--- config.mk ---
export PLATFORM = sky130hd
export DESIGN_NAME = fifo_wr_arbiter
export DESIGN_NICKNAME = d
export VERILOG_FILES = /design/src/rtl/fifo_wr_arbiter.sv
export SDC_FILE = /design/constraint.sdc
export NUM_CORES = 1
export LEC_CHECK = 0
export BUFFER_PORTS_ARGS = -buffer_cell sky130_fd_sc_hd__buf_2
export CAP_MARGIN = 20
export CORE_UTILIZATION = 45
export DETAILED_ROUTE_END_ITERATION = 10
export PLACE_DENSITY_LB_ADDON = 0.12
export SKIP_CTS_REPAIR_TIMING = 1
export SLEW_MARGIN = 15
export SYNTH_ARGS = -nofsm -noshare
export SYNTH_HDL_FRONTEND = slang
export SYNTH_SLANG_ARGS = --single-unit
--- constraint.sdc ---
create_clock -name wclk -period 2.29 [get_ports wclk]
set_input_delay 0.3435 -clock wclk [delete_from_list [all_inputs] [get_ports wclk]]
set_output_delay 0.3435 -clock wclk [all_outputs]
set_load 0.02 [all_outputs]
--- src/rtl/fifo_wr_arbiter.sv ---
`default_nettype none
// ============================================================================
// Module   : fifo_wr_arbiter
// Purpose  : Two-source round-robin burst arbiter for the FIFO write port.
// Revision : 1.0
// ============================================================================
module fifo_wr_arbiter #(
    parameter int DW    = 8,
    parameter int BURST = 4
) (
    input  logic          wclk,
    input  logic          rst,
    input  logic          s0_valid,
    input  logic [DW-1:0] s0_data,
    output logic          s0_ready,
    input  logic          s1_valid,
    input  logic [DW-1:0] s1_data,
    output logic          s1_ready,
    input  logic          fifo_full,
    output logic          fifo_wen,
    output logic [DW-1:0] fifo_wdata,
    output logic [1:0]    grant,
    output logic          busy
);

    localparam logic [1:0] c_IDLE  = 2'd0;
    localparam logic [1:0] c_GNT0  = 2'd1;
    localparam logic [1:0] c_GNT1  = 2'd2;
    localparam logic [4:0] c_BURST = 5'(BURST);

    logic [1:0] r_state;
    logic [1:0] w_state_nxt;
    logic [3:0] r_cnt;
    logic [3:0] w_cnt_nxt;
    logic       r_rr;
    logic       w_rr_nxt;

    logic w_own0;
    logic w_own1;
    logic w_own_valid;
    logic w_oth_valid;
    logic w_last;
    logic w_end;

    assign w_own0 = (r_state == c_GNT0);
    assign w_own1 = (r_state == c_GNT1);

    assign s0_ready   = w_own0 && !fifo_full && !rst;
    assign s1_ready   = w_own1 && !fifo_full && !rst;
    assign fifo_wen   = (s0_valid && s0_ready) || (s1_valid && s1_ready);
    assign fifo_wdata = w_own0 ? s0_data : (w_own1 ? s1_data : '0);
    assign grant      = {w_own1, w_own0};
    assign busy       = w_own0 | w_own1;

    assign w_own_valid = w_own0 ? s0_valid : s1_valid;
    assign w_oth_valid = w_own0 ? s1_valid : s0_valid;

    // A burst closes on its last word or as soon as the owner has nothing to send.
    assign w_last = fifo_wen && (({1'b0, r_cnt} + 5'd1) == c_BURST);
    assign w_end  = !w_own_valid || w_last;

    always_comb begin
        w_state_nxt = r_state;
        w_cnt_nxt   = r_cnt;
        w_rr_nxt    = r_rr;
        case (r_state)
            c_IDLE: begin
                if (s0_valid && s1_valid) begin
                    w_state_nxt = r_rr ? c_GNT1 : c_GNT0;
                end else if (s0_valid) begin
                    w_state_nxt = c_GNT0;
                end else if (s1_valid) begin
                    w_state_nxt = c_GNT1;
                end
            end
            c_GNT0, c_GNT1: begin
                if (w_end) begin
                    w_cnt_nxt = 4'd0;
                    w_rr_nxt  = w_own0;
                    if (w_oth_valid) begin
                        w_state_nxt = w_own0 ? c_GNT1 : c_GNT0;
                    end else if (w_own_valid) begin
                        w_state_nxt = r_state;
                    end else begin
                        w_state_nxt = c_IDLE;
                    end
                end else if (fifo_wen) begin
                    w_cnt_nxt = r_cnt + 4'd1;
                end
            end
            default: begin
                w_state_nxt = c_IDLE;
                w_cnt_nxt   = 4'd0;
            end
        endcase
    end

    always_ff @(posedge wclk) begin
        if (rst) begin
            r_state <= c_IDLE;
            r_cnt   <= 4'd0;
            r_rr    <= 1'b0;
        end else begin
            r_state <= w_state_nxt;
            r_cnt   <= w_cnt_nxt;
            r_rr    <= w_rr_nxt;
        end
    end

endmodule
`default_nettype wire

# [Word level (Yosys, flattened, before mapping)]
# Cells that the tools add are included.
[op_classes] addsub=2 bitwise_logic=2 n_reduce_logical=18 n_mux=16 eq_ne=7
[op_table] op="$mux 2" n=8
[op_table] op="$mux 8" n=2
[op_table] op="$logic_and 1x1->1" n=8
[op_table] op="$mux 4" n=2
[op_table] op="$pmux 4 s2" n=1
[op_table] op="$ne 3x3->1 const B" n=2
[op_table] op="$add 4x1->5 const B" n=1
[op_table] op="$eq 5x3->1 const B" n=1
[op_table] op="$add 4x1->4 const B" n=1
[op_table] op="$ne 4x4->1 const B" n=1
[op_table] op="$pmux 2 s2" n=1
[op_table] op="$reduce_and 2->1" n=2
[op_table] op="$logic_not 1->1" n=3
[op_table] op="$reduce_and 3->1" n=1
[op_table] op="$eq 2x1->1 const B" n=1
[op_table] op="$eq 2x2->1 const B" n=1
[op_table] op="$logic_not 2->1" n=1
[op_table] op="$logic_or 1x1->1" n=2
[op_table] op="$mux 1" n=2
[op_table] op="$ne 2x2->1 const B" n=1
[op_table] op="$reduce_or 2->1" n=1
[op_table] op="$not 1->1" n=1
[op_table] op="$or 1x1->1" n=1
[word_totals] register_bits=7 output_inout_bits=14 in_bits=21 wordCells=48

# [Depth between registers and ports, before layout]
# Gate-level depths: netlist of run 1.
[logic_depth] depth_word=9 depth_mapped=8

# [Worst setup path after synthesis of run 1]
# No wires, ideal clock.
[synth_path] kind="register -> output" start="register r_state[1]" end="output port fifo_wdata[5]" setup_slack_ns=0.392 arrival_time_ns=1.555 stages_incl_launch_ff=6 required_ns=1.947 cell_sequence="dfxtp_1 inv_1 ha_1 clkbuf_1 clkbuf_1 o21ai_0"
[synth_between] elab_cells_between_ends=4 classes_between="eq/ne: 2; mux: 2"
[synth_rtl] item="start, declared" line_no="31" source="logic [1:0] r_state;"
[synth_rtl] item="start signal, assigned" line_no="100" source="r_state <= c_IDLE;"
[synth_rtl] item="start signal, assigned" line_no="104" source="r_state <= w_state_nxt;"
[synth_rtl] item="$eq 2x1->1" line_no="45" source="assign w_own0 = (r_state == c_GNT0);"
[synth_rtl] item="via w_own0" line_no="38" source="logic w_own0;"
[synth_rtl] item="$mux 8" line_no="51" source="assign fifo_wdata = w_own0 ? s0_data : (w_own1 ? s1_data : '0);"
[synth_rtl] item="end, declared" line_no="21" source="output logic [DW-1:0] fifo_wdata,"
# The timed path passes the listed nets, and every way through them passes these cells.

# [Final worst setup path of run 1]
[layout_path] start="register r_state[1]" end="output port s0_ready"
[layout_between] elab_chain_cells=3
[layout_lines] item="$eq 2x1->1" line_no="45"
[layout_lines] item="$logic_and 1x1->1 (2 in series)" line_no="48" source="assign s0_ready = w_own0 && !fifo_full && !rst;"
[layout_lines] item="end, declared" line_no="15" source="output logic s0_ready,"
# No other way between the ends.

==> results of run 1 <==
[cells in the final DEF (no fill, tap or decap), types with 2 or more instances in the layout]
| master | count |
|---|---|
| clkbuf_4 | 3 |
| nand2b_1 | 5 |
| o21ai_0 | 12 |
| nand3_1 | 5 |
| inv_1 | 5 |
| nand3b_1 | 3 |
| ha_1 | 6 |
| a31oi_1 | 2 |
| buf_4 | 2 |
| buf_2 | 34 |
| dfxtp_1 | 7 |
| a21oi_1 | 6 |
| nand2_1 | 19 |
| nor3b_1 | 3 |
[power by group through the flow]
stage / Clock [mW] / Combinational (mW) / Sequential (mW)
global placement: 0 / 0.437 / 0.145
detailed placement: 0 / 0.446 / 0.147
floorplan: 0 / 0.334 / 0.144
CTS: 0.117 / 0.447 / 0.145
global route: 0.129 / 0.487 / 0.145
finish: 0.116 / 0.444 / 0.145
[registers in the layout, indices dropped and copies added (netlist names)]
register,count
r_rr,1
r_state,2
r_cnt,4
[per-stage QoR]
stage	worst slack, ps	instances	area [sq um]
floorplan	391.6	100	744.5
global placement	546.1	146	918.4
detailed placement	470.3	146	918.4
CTS	374.0	150	944.7
global route	285.1	150	944.7
finish	390.0	150	944.7
[layer usage]
layer / vias up / global-route usage (%)
met4: 0 / 9.375
li1: 431 / -
met2: 34 / 30.00
met5: - / 0
met3: 2 / 7.234
met1: 354 / 23.56
[cell type report]
class	count	area, sq um	area share (%)
clock buffer	4	26.28	2.781
inverter	5	18.77	1.987
multi-input combinational	82	554.3	58.68
sequential	7	140.1	14.83
tap	16	20.02	2.119
timing repair buffer	36	185.2	19.60
[critical path: cells and delay by family, from the launching register on]
family	cells	cell delay, ps
adders and majority gates	1	250
buffers and inverters	3	530
DFF	1	330
and+or+nand+nor	1	190
[cells by family (layout without fill, tap and decap cells)]
logic type      Yosys count  after routing  synth area share, %
buf+inv                  11             45                6.722
simple gates             45             45                36.64
flops                     7              7                18.82
compound gates           29             29                24.37
fa+ha+maj                 6              6                10.08
mux                       2              2                3.361
[worst paths after layout]
path,end,depth (start not counted),slack [ps],from
min reg2reg,r_cnt[3],2,510,r_cnt[3]
max,s0_ready,5,390,r_state[1]
min,r_cnt[0],2,430,rst
max reg2reg,r_cnt[3],7,460,r_state[1]
==> run_results.csv, run 1 <==
group,metric,value,unit
grt,track_usage,19.44,%
grt,grt-ovfl-total,0,
detailed_routing,wl_met2,774,microns
die,num_rows,14,
worst_setup_path,crit_path_max_fanout,22,
clock_network,cts_made_buffers,3,
placed_design,port-buffer-count,34,
logic_synthesis,synth_area_leader_cell,"dfxtp_1",
logic_synthesis,yosys-top-cells-count,"19 x nand2_1, 12 x o21ai_0, 7 x dfxtp_1",
worst_setup_path,critPathKind,"reg -> out",
die,core,0.001524,sq mm
detailed_routing,final_antenna_net_count,0,
clock_network,htree_levels,1,
worst_setup_path,critPathSlowestCell,"dfxtp_1",
die,initial_utilization,48.85,%
power,p_leak,0.4144,nW
detailed_routing,dr.max_layer_used,"met4",
logic_synthesis,synth_top_cell_area_share,18.82,%
placed_design,place.gp.congestion,0.8142,
detailed_routing,drt-met1-wl,770,microns
final_layout,drive_gt1_share,35.07,%
clock_network,clock_path_buffers,2,
logic_synthesis,ys_seq_area_share,18.82,%
power,p_total,0.7048,mW
clock_network,path_clk_slew,60,ps
worst_setup_path,worst_ep_required_time,1950,ps
timing,finalMaxSlewViolations,0,
power,pwr-share-seq,20.6,%
final_layout,antenna_cells,0,
logic_synthesis,synthFlopType,"dfxtp_1",
die,dieWidth,42.68,microns
timing,hold_ws,434.9,ps
logic_synthesis,synth.area.top_cells,"dfxtp_1 19%, ha_1 10%, nand2_1 9.6%",
power,comb_power_share,63.0,%
clock_network,clk_latency,260,ps
power,p_sw_share,48.04,%
timing,rsz0062_at_grt,"false",
final_layout,postLayoutCoreUtil,61.99,%
die,ios,35,
logic_synthesis,yosys_warnings,0,
timing,slew_headroom,59.00,%
power,power.switching,0.3386,mW
logic_synthesis,syn_avg_cell_area,7.445,sq um
worst_setup_path,crit_chain,"inv_1 -> ha_1 -> buf_4 -> nor3b_1 -> buf_2",
clock_network,cts_root_buffer,"clkbuf_4",
power,p_int,0.3662,mW
timing,timing.fmax,526.3,MHz
die,dieArea,0.001821,sq mm
grt,grt_pass1_wl,2697,microns
placed_design,hpwl,1342,microns
logic_synthesis,synth_cell_types,35,
timing,hold_viol,0,
timing,min_period,1900,ps
timing,fin_skew,10.00,ps
worst_setup_path,endpoint_kind,"output pin",
timing,tightest_slew,607.3,ps
timing,final.setup.tns,0,ps
grt,grt_pass1_vias,661,
power,p_per_area,746.1,mW/mm^2
grt,antenna_found_initial,0,
clock_network,cts_num_sinks,7,
die,fp.dieH,42.68,microns
detailed_routing,firstDrtPassIters,4,
logic_synthesis,synth-async-reset-ratio,0,%
worst_hold_path,hp-class,"in -> reg",
worst_setup_path,cp-start-kind,"flop",
worst_setup_path,arrival,1560,ps
logic_synthesis,synth_most_common_cell,"nand2_1",
detailed_routing,via_count,821,
timing,setup_violations,0,
power,pwr-share-clk,16.4,%
logic_synthesis,synth_edf_count,0,
final_layout,area_delta_synth_final,26.89,%
final_layout,fill_cells,149,
detailed_routing,totalWireLength,1703,microns
grt,grt_max_degree,23,
logic_synthesis,synth-seq-cells,7,
detailed_routing,wl_per_cell,11.35,microns
final_layout,final_nets,162,
worst_setup_path,cpPeakStageDelay,330,ps
detailed_routing,met3_length,148,microns
clock_network,cts_tree,"yes",
detailed_routing,drt_iter0_drc,8,
logic_synthesis,syn-cell-area,744.5,sq um
power,vdd_drop_max,0.4106,mV
status,status,"finished, final reports clean",
detailed_routing,drc,0,
detailed_routing,routed_via_density,5.473,
timing,fin_crit_sh,82.97,%
logic_synthesis,synth_cells,100,
logic_synthesis,synthesis.nets,127,
run,maxCapViolCount,0,
(Power assumes the default switching activity.)
==> run 2, diff against run 1 <==
--- a/config.mk
+++ b/config.mk
@@ -5,9 +5,10 @@
 export SDC_FILE = /design/constraint.sdc
 export NUM_CORES = 1
 export LEC_CHECK = 0
+export ABC_AREA = 1
 export BUFFER_PORTS_ARGS = -buffer_cell sky130_fd_sc_hd__buf_2
 export CAP_MARGIN = 20
-export CORE_UTILIZATION = 45
+export CORE_UTILIZATION = 40
 export DETAILED_ROUTE_END_ITERATION = 10
 export PLACE_DENSITY_LB_ADDON = 0.12
 export SKIP_CTS_REPAIR_TIMING = 1
==> constraint.sdc (replaced) <==
create_clock -name wclk -period 1.6 [get_ports wclk]
set_input_delay 0.24 -clock wclk [delete_from_list [all_inputs] [get_ports wclk]]
set_output_delay 0.24 -clock wclk [all_outputs]
set_load 0.02 [all_outputs]
==> run_results.csv, run 2 <==
group,metric,value,unit
power,vdd_drop_max,0.8675,mV
detailed_routing,via_count,865,
worst_setup_path,cpPeakStageDelay,320,ps
detailed_routing,firstDrtPassIters,4,
final_layout,area_delta_synth_final,40.17,%
final_layout,mostFrequentLayoutCells,"32 x nand2_1, 27 x buf_2, 14 x nand3_1, 13 x nor2_1, 11 x inv_1",
worst_setup_path,worst_path_dominant_cell_family,"buffers and inverters",
clock_network,cts_num_sinks,7,
worst_setup_path,rr_worst_depth,7,
clock_network,path_clk_slew,60,ps
timing,fin_crit_sh,95.38,%
logic_synthesis,synthFlopType,"dfxtp_1",
final_layout,largest_reg_flops,4,
grt,grt_pass1_vias,633,
detailed_routing,drt_iter0_drc,8,
timing,finalMaxSlewViolations,0,
logic_synthesis,syn-cell-area,725.7,sq um
worst_setup_path,critPathKind,"reg -> out",
clock_network,clock_path_buffers,2,
clock_network,cts_tree,"yes",
clock_network,cts_root_buffer,"clkbuf_4",
timing,setup_violations,0,
timing,fin_skew,8.543,ps
worst_setup_path,critPathSlowestCell,"dfxtp_2",
timing,min_period,1526,ps
worst_setup_path,worst-path-stages,6,
worst_hold_path,min_delay_path_depth,3,
logic_synthesis,synth_most_common_cell,"nand2_1",
final_layout,final_common_cell,"nand2_1",
die,initial_utilization,42.49,%
logic_synthesis,synth_cells,119,
detailed_routing,routed_via_density,4.727,
final_layout,final_nets,186,
final_layout,postLayoutCoreUtil,59.56,%
power,p_per_area,1576,mW/mm^2
grt,grt_pass1_wl,2622,microns
grt,grt_max_degree,11,
placed_design,port-buffer-count,34,
timing,hold_viol,0,
clock_network,htree_levels,1,
timing,hold_ws,275.1,ps
logic_synthesis,synth.area.top_cells,"dfxtp_1 19%, nand2_1 17%, ha_1 10%",
logic_synthesis,synth_edf_count,0,
logic_synthesis,synth_area_leader_cell,"dfxtp_1",
final_layout,antenna_cells,0,
die,dieWidth,44.60,microns
clock_network,cts_made_buffers,3,
worst_setup_path,endpoint_kind,"output pin",
die,ios,35,
placed_design,place.gp.congestion,0.8452,
worst_setup_path,cp-start-kind,"flop",
die,core,0.001708,sq mm
die,num_rows,15,
logic_synthesis,yosys-top-cells-count,"33 x nand2_1, 14 x inv_1, 14 x nand3_1",
detailed_routing,wl_per_cell,9.842,microns
logic_synthesis,synth-seq-cells,7,
timing,slew_headroom,82.26,%
final_layout,drive_gt1_share,39.87,%
worst_setup_path,crit_path_max_fanout,10,
detailed_routing,drc,0,
grt,track_usage,17.97,%
die,fp.dieH,44.60,microns
grt,grt-ovfl-total,0,
run,maxCapViolCount,0,
logic_synthesis,synthesis.nets,146,
worst_setup_path,worst_ep_required_time,1360,ps
worst_setup_path,arrival,1290,ps
detailed_routing,totalWireLength,1801,microns
worst_setup_path,cp_common_cell,"buf_4",
final_layout,reg_top3,"r_cnt: 4 flops, r_state: 2 flops, r_rr: 1 flops",
logic_synthesis,syn_avg_cell_area,6.098,sq um
timing,timing.fmax,655.2,MHz
status,status,"finished, final reports clean",
worst_setup_path,crit_buf_inv,3,
detailed_routing,final_antenna_net_count,0,
placed_design,hpwl,1359,microns
die,dieArea,0.001989,sq mm
logic_synthesis,synth_top_cell_area_share,19.31,%
logic_synthesis,yosys_warnings,0,
final_layout,fill_cells,171,
power,p_leak,0.5517,nW
logic_synthesis,synth_cell_types,23,
logic_synthesis,synth-async-reset-ratio,0,%
worst_hold_path,hp-class,"in -> reg",
clock_network,clk_latency,250,ps
timing,tightest_slew,265.1,ps
worst_setup_path,crit_chain,"buf_4 -> ha_2 -> buf_6 -> nand3_1 -> nand2_1 -> buf_4",
final_layout,top_register,"r_cnt",
logic_synthesis,ys_seq_area_share,19.31,%
grt,antenna_found_initial,0,
run 2: cell type report:
type	instances	area [sq um]	area share, %
Tap cell	25	31.28	3.075
Clock buffer	4	26.28	2.583
Sequential cell	7	145.1	14.27
Timing Repair Buffer	40	244.0	23.99
Multi-Input combinational cell	92	514.2	50.55
Inverter	15	56.30	5.535
run 2: worst paths after layout:
path / startpoint / to / slack, ps
max: r_state[1] / fifo_wdata[7] / 70
min: rst / r_cnt[1] / 280
max reg2reg: r_state[0] / r_cnt[0] / 100
min reg2reg: r_cnt[3] / r_cnt[3] / 470
run 2: logic make-up (layout without fill, tap and decap cells):
family | count (synthesis) | after routing | share of synthesized area (%)
flops | 7 | 7 | 19.31
simple gates | 71 | 71 | 44.66
buf+inv | 20 | 59 | 12.58
compound gates | 15 | 15 | 13.10
fa+ha+maj | 6 | 6 | 10.34
run 2: stage by stage:
step / setup WS [ps] / TNS, ps / power (mW) / instances / instance area, sq um
2_1_floorplan: 44.85 / 0 / 1.059 / 119 / 725.7
3_3_place_gp: 55.54 / 0 / 1.321 / 178 / 929.6
3_5_place_dp: 21.12 / 0 / 1.330 / 178 / 929.6
4_1_cts: -82.13 / -769.0 / 1.499 / 182 / 955.9
5_1_grt: -1.923 / -3.394 / 1.743 / 183 / 1017
6_report: 73.86 / 0 / 1.603 / 183 / 1017
run 2: worst min-delay path: stages:
cell and delay, ps:
buf_2 110, a21oi_1 40, o21a_1 90
run 2: power by group:
group	total (mW)	leakage (nW)	internal, mW	switching, mW
logic	1.13	0.478	0.460	0.675
registers	0.306	0.0586	0.243	0.0629
clock network	0.162	0.0150	0.0953	0.0670
run 2: per-layer routing:
metal	global-route usage [%]	up-vias	part of all wire [%]
met1	22.91	383	48
li1	-	456	-
met2	27.06	20	46
met3	2.857	6	4.2
met5	0	-	0
met4	13.33	0	2.2
==> run 3, diff against run 2 <==
--- a/config.mk
+++ b/config.mk
@@ -7,8 +7,9 @@
 export LEC_CHECK = 0
 export ABC_AREA = 1
 export BUFFER_PORTS_ARGS = -buffer_cell sky130_fd_sc_hd__buf_2
-export CAP_MARGIN = 20
-export CORE_UTILIZATION = 40
+export CELL_PAD_IN_SITES_DETAIL_PLACEMENT = 0
+export CELL_PAD_IN_SITES_GLOBAL_PLACEMENT = 2
+export CORE_UTILIZATION = 19
 export DETAILED_ROUTE_END_ITERATION = 10
 export PLACE_DENSITY_LB_ADDON = 0.12
 export SKIP_CTS_REPAIR_TIMING = 1
==> run_results.csv, run 3 (same netlist as run 2, synthesis figures left out) <==
group,metric,value,unit
status,status,"finished, final reports clean",
clock_network,cts_root_buffer,"clkbuf_8",
run,maxCapViolCount,0,
timing,tightest_slew,248.0,ps
detailed_routing,totalWireLength,2144,microns
final_layout,area_delta_synth_final,47.59,%
power,p_per_area,1595,mW/mm^2
worst_setup_path,cpPeakStageDelay,310,ps
die,fp.dieH,63.80,microns
worst_setup_path,endpoint_kind,"output pin",
timing,fin_crit_sh,95.27,%
detailed_routing,wl_met2,994,microns
power,p_sw_share,48.59,%
worst_setup_path,worst_path_dominant_cell_family,"buffers and inverters",
clock_network,path_clk_slew,40,ps
timing,fin_skew,3.148,ps
grt,grt-ovfl-total,0,
final_layout,reg_top3,"r_cnt: 4 flops, r_state: 2 flops, r_rr: 1 flops",
power,p_int,0.8780,mW
timing,slew_headroom,83.40,%
power,pwr-share-clk,14.6,%
clock_network,htree_levels,1,
worst_setup_path,regToRegSetupSlack,130,ps
final_layout,final_common_cell,"nand2_1",
detailed_routing,via_count,847,
power,p_leak,0.5696,nW
worst_setup_path,regToRegStartpoint,"r_state[0]",
worst_setup_path,cp_common_cell,"buf_4",
final_layout,multi_input_comb_area,521.8,sq um
final_layout,fill_cells,418,
worst_setup_path,crit_buf_inv,3,
die,dieWidth,63.80,microns
detailed_routing,drt_iter0_drc,17,
worst_hold_path,hp-class,"in -> reg",
worst_setup_path,crit_chain,"buf_4 -> ha_4 -> clkbuf_4 -> nand3_1 -> nand2_1 -> buf_4",
worst_setup_path,worst_ep_required_time,1360,ps
timing,final.setup.tns,0,ps
worst_setup_path,worst-path-stages,6,
clock_network,clk_latency,230,ps
worst_setup_path,crit_path_end,"fifo_wdata[6]",
final_layout,largest_reg_flops,4,
timing,timing.fmax,656.0,MHz
detailed_routing,routed_via_density,4.072,
timing,hold_viol,0,
grt,grt_pass1_vias,724,
grt,grt_pass1_wl,3325,microns
power,pwr-share-seq,17.6,%
worst_setup_path,rr_worst_depth,7,
final_layout,top_register,"r_cnt",
timing,rsz0062_at_grt,"false",
worst_hold_path,min_delay_path_depth,3,
power,power.switching,0.8299,mW
final_layout,seqCellArea,145.1,sq um
detailed_routing,drc,0,
detailed_routing,wl_per_cell,10.31,microns
die,ios,35,
final_layout,mostFrequentLayoutCells,"33 x nand2_1, 32 x buf_2, 14 x nand3_1, 13 x nor2_1, 11 x inv_1",
worst_setup_path,critPathSlowestCell,"dfxtp_2",
detailed_routing,drt-met1-wl,1023,microns
clock_network,clock_path_buffers,2,
detailed_routing,final_antenna_net_count,0,
placed_design,hpwl,1621,microns
timing,setup_violations,0,
power,vdd_drop_max,0.5301,mV
grt,antenna_found_initial,0,
timing,finalMaxSlewViolations,0,
clock_network,cts_tree,"yes",
worst_setup_path,arrival,1280,ps
final_layout,drive_gt1_share,40.00,%
die,initial_utilization,19.82,%
final_layout,antenna_cells,0,
grt,track_usage,10.52,%
clock_network,cts_made_buffers,3,
die,core,0.003661,sq mm
timing,min_period,1524,ps
placed_design,place.gp.congestion,0.7432,
placed_design,place_area,965.9,sq um
final_layout,final_nets,188,
placed_design,port-buffer-count,34,
worst_setup_path,crit_path_max_fanout,5,
die,num_rows,22,
detailed_routing,dr.max_layer_used,"met4",
final_layout,finalInstanceArea,0.001071,sq mm
worst_setup_path,critPathKind,"reg -> out",
power,comb_power_share,67.8,%
grt,grt_max_degree,11,
clock_network,cts_num_sinks,7,
worst_setup_path,r2r_end,"r_cnt[0]",
worst_setup_path,worstSetupStartpoint,"r_state[1]",
die,dieArea,0.004070,sq mm
detailed_routing,firstDrtPassIters,4,
detailed_routing,met3_length,112,microns
worst_setup_path,cp-start-kind,"flop",
run 3: cell types whose count changed in the layout (fill, tap and decap cells not counted):
cell,previous run,this run
buf_2,27,32
buf_4,10,7
buf_6,3,2
clkbuf_4,3,1
clkbuf_8,0,3
ha_2,2,1
ha_4,1,2
nand2_1,32,33
nand2_2,5,4
run 3: worst min path at each step:
| stage | start | to | slack [ps] |
|---|---|---|---|
| finish | rst | r_cnt[2] | 310 |
| global route | rst | r_cnt[1] | 340 |
| CTS | rst | r_cnt[2] | 310 |
| detailed placement | r_cnt[3] | r_cnt[3] | 470 |
| global placement | r_cnt[3] | r_cnt[3] | 470 |
| floorplan | rst | r_cnt[1] | 390 |
run 3: per-stage QoR:
step           cells  setup slack (ps)  util [%]  power, mW  hold slack [ps]
2_1_floorplan    119             44.85         -      1.059            394.6
3_3_place_gp     202             41.20     26.38      1.372            468.2
3_5_place_dp     202             17.73     26.38      1.365            469.4
4_1_cts          206            -87.68     27.61      1.626            313.3
5_1_grt          208             1.156     29.26      1.879            339.0
6_report         208             75.63     29.26      1.708            308.8
run 3: tightest hold or removal path, stage by stage:
cell,delay [ps]
buf_2,110
a21oi_1,40
o21a_1,90
run 3: area by class of cell:
cell class / count / share of cell area, %
Timing Repair Buffer: 42 / 22.66
Tap cell: 48 / 5.607
Sequential cell: 7 / 13.55
Clock buffer: 4 / 4.206
Inverter: 15 / 5.257
Multi-Input combinational cell: 92 / 48.71
run 3: power by group through the flow:
stage	logic, mW	clock network [mW]	registers, mW
floorplan	0.778	0	0.281
global placement	1.08	0	0.288
detailed placement	1.08	0	0.290
CTS	1.08	0.261	0.287
global route	1.29	0.275	0.312
finish	1.16	0.250	0.300
run 3: layer usage:
metal / vias up / GRT usage (%)
li1: 458 / -
met1: 360 / 13.30
met2: 27 / 16.76
met3: 2 / 2.857
met4: 0 / 4.261
met5: - / 0
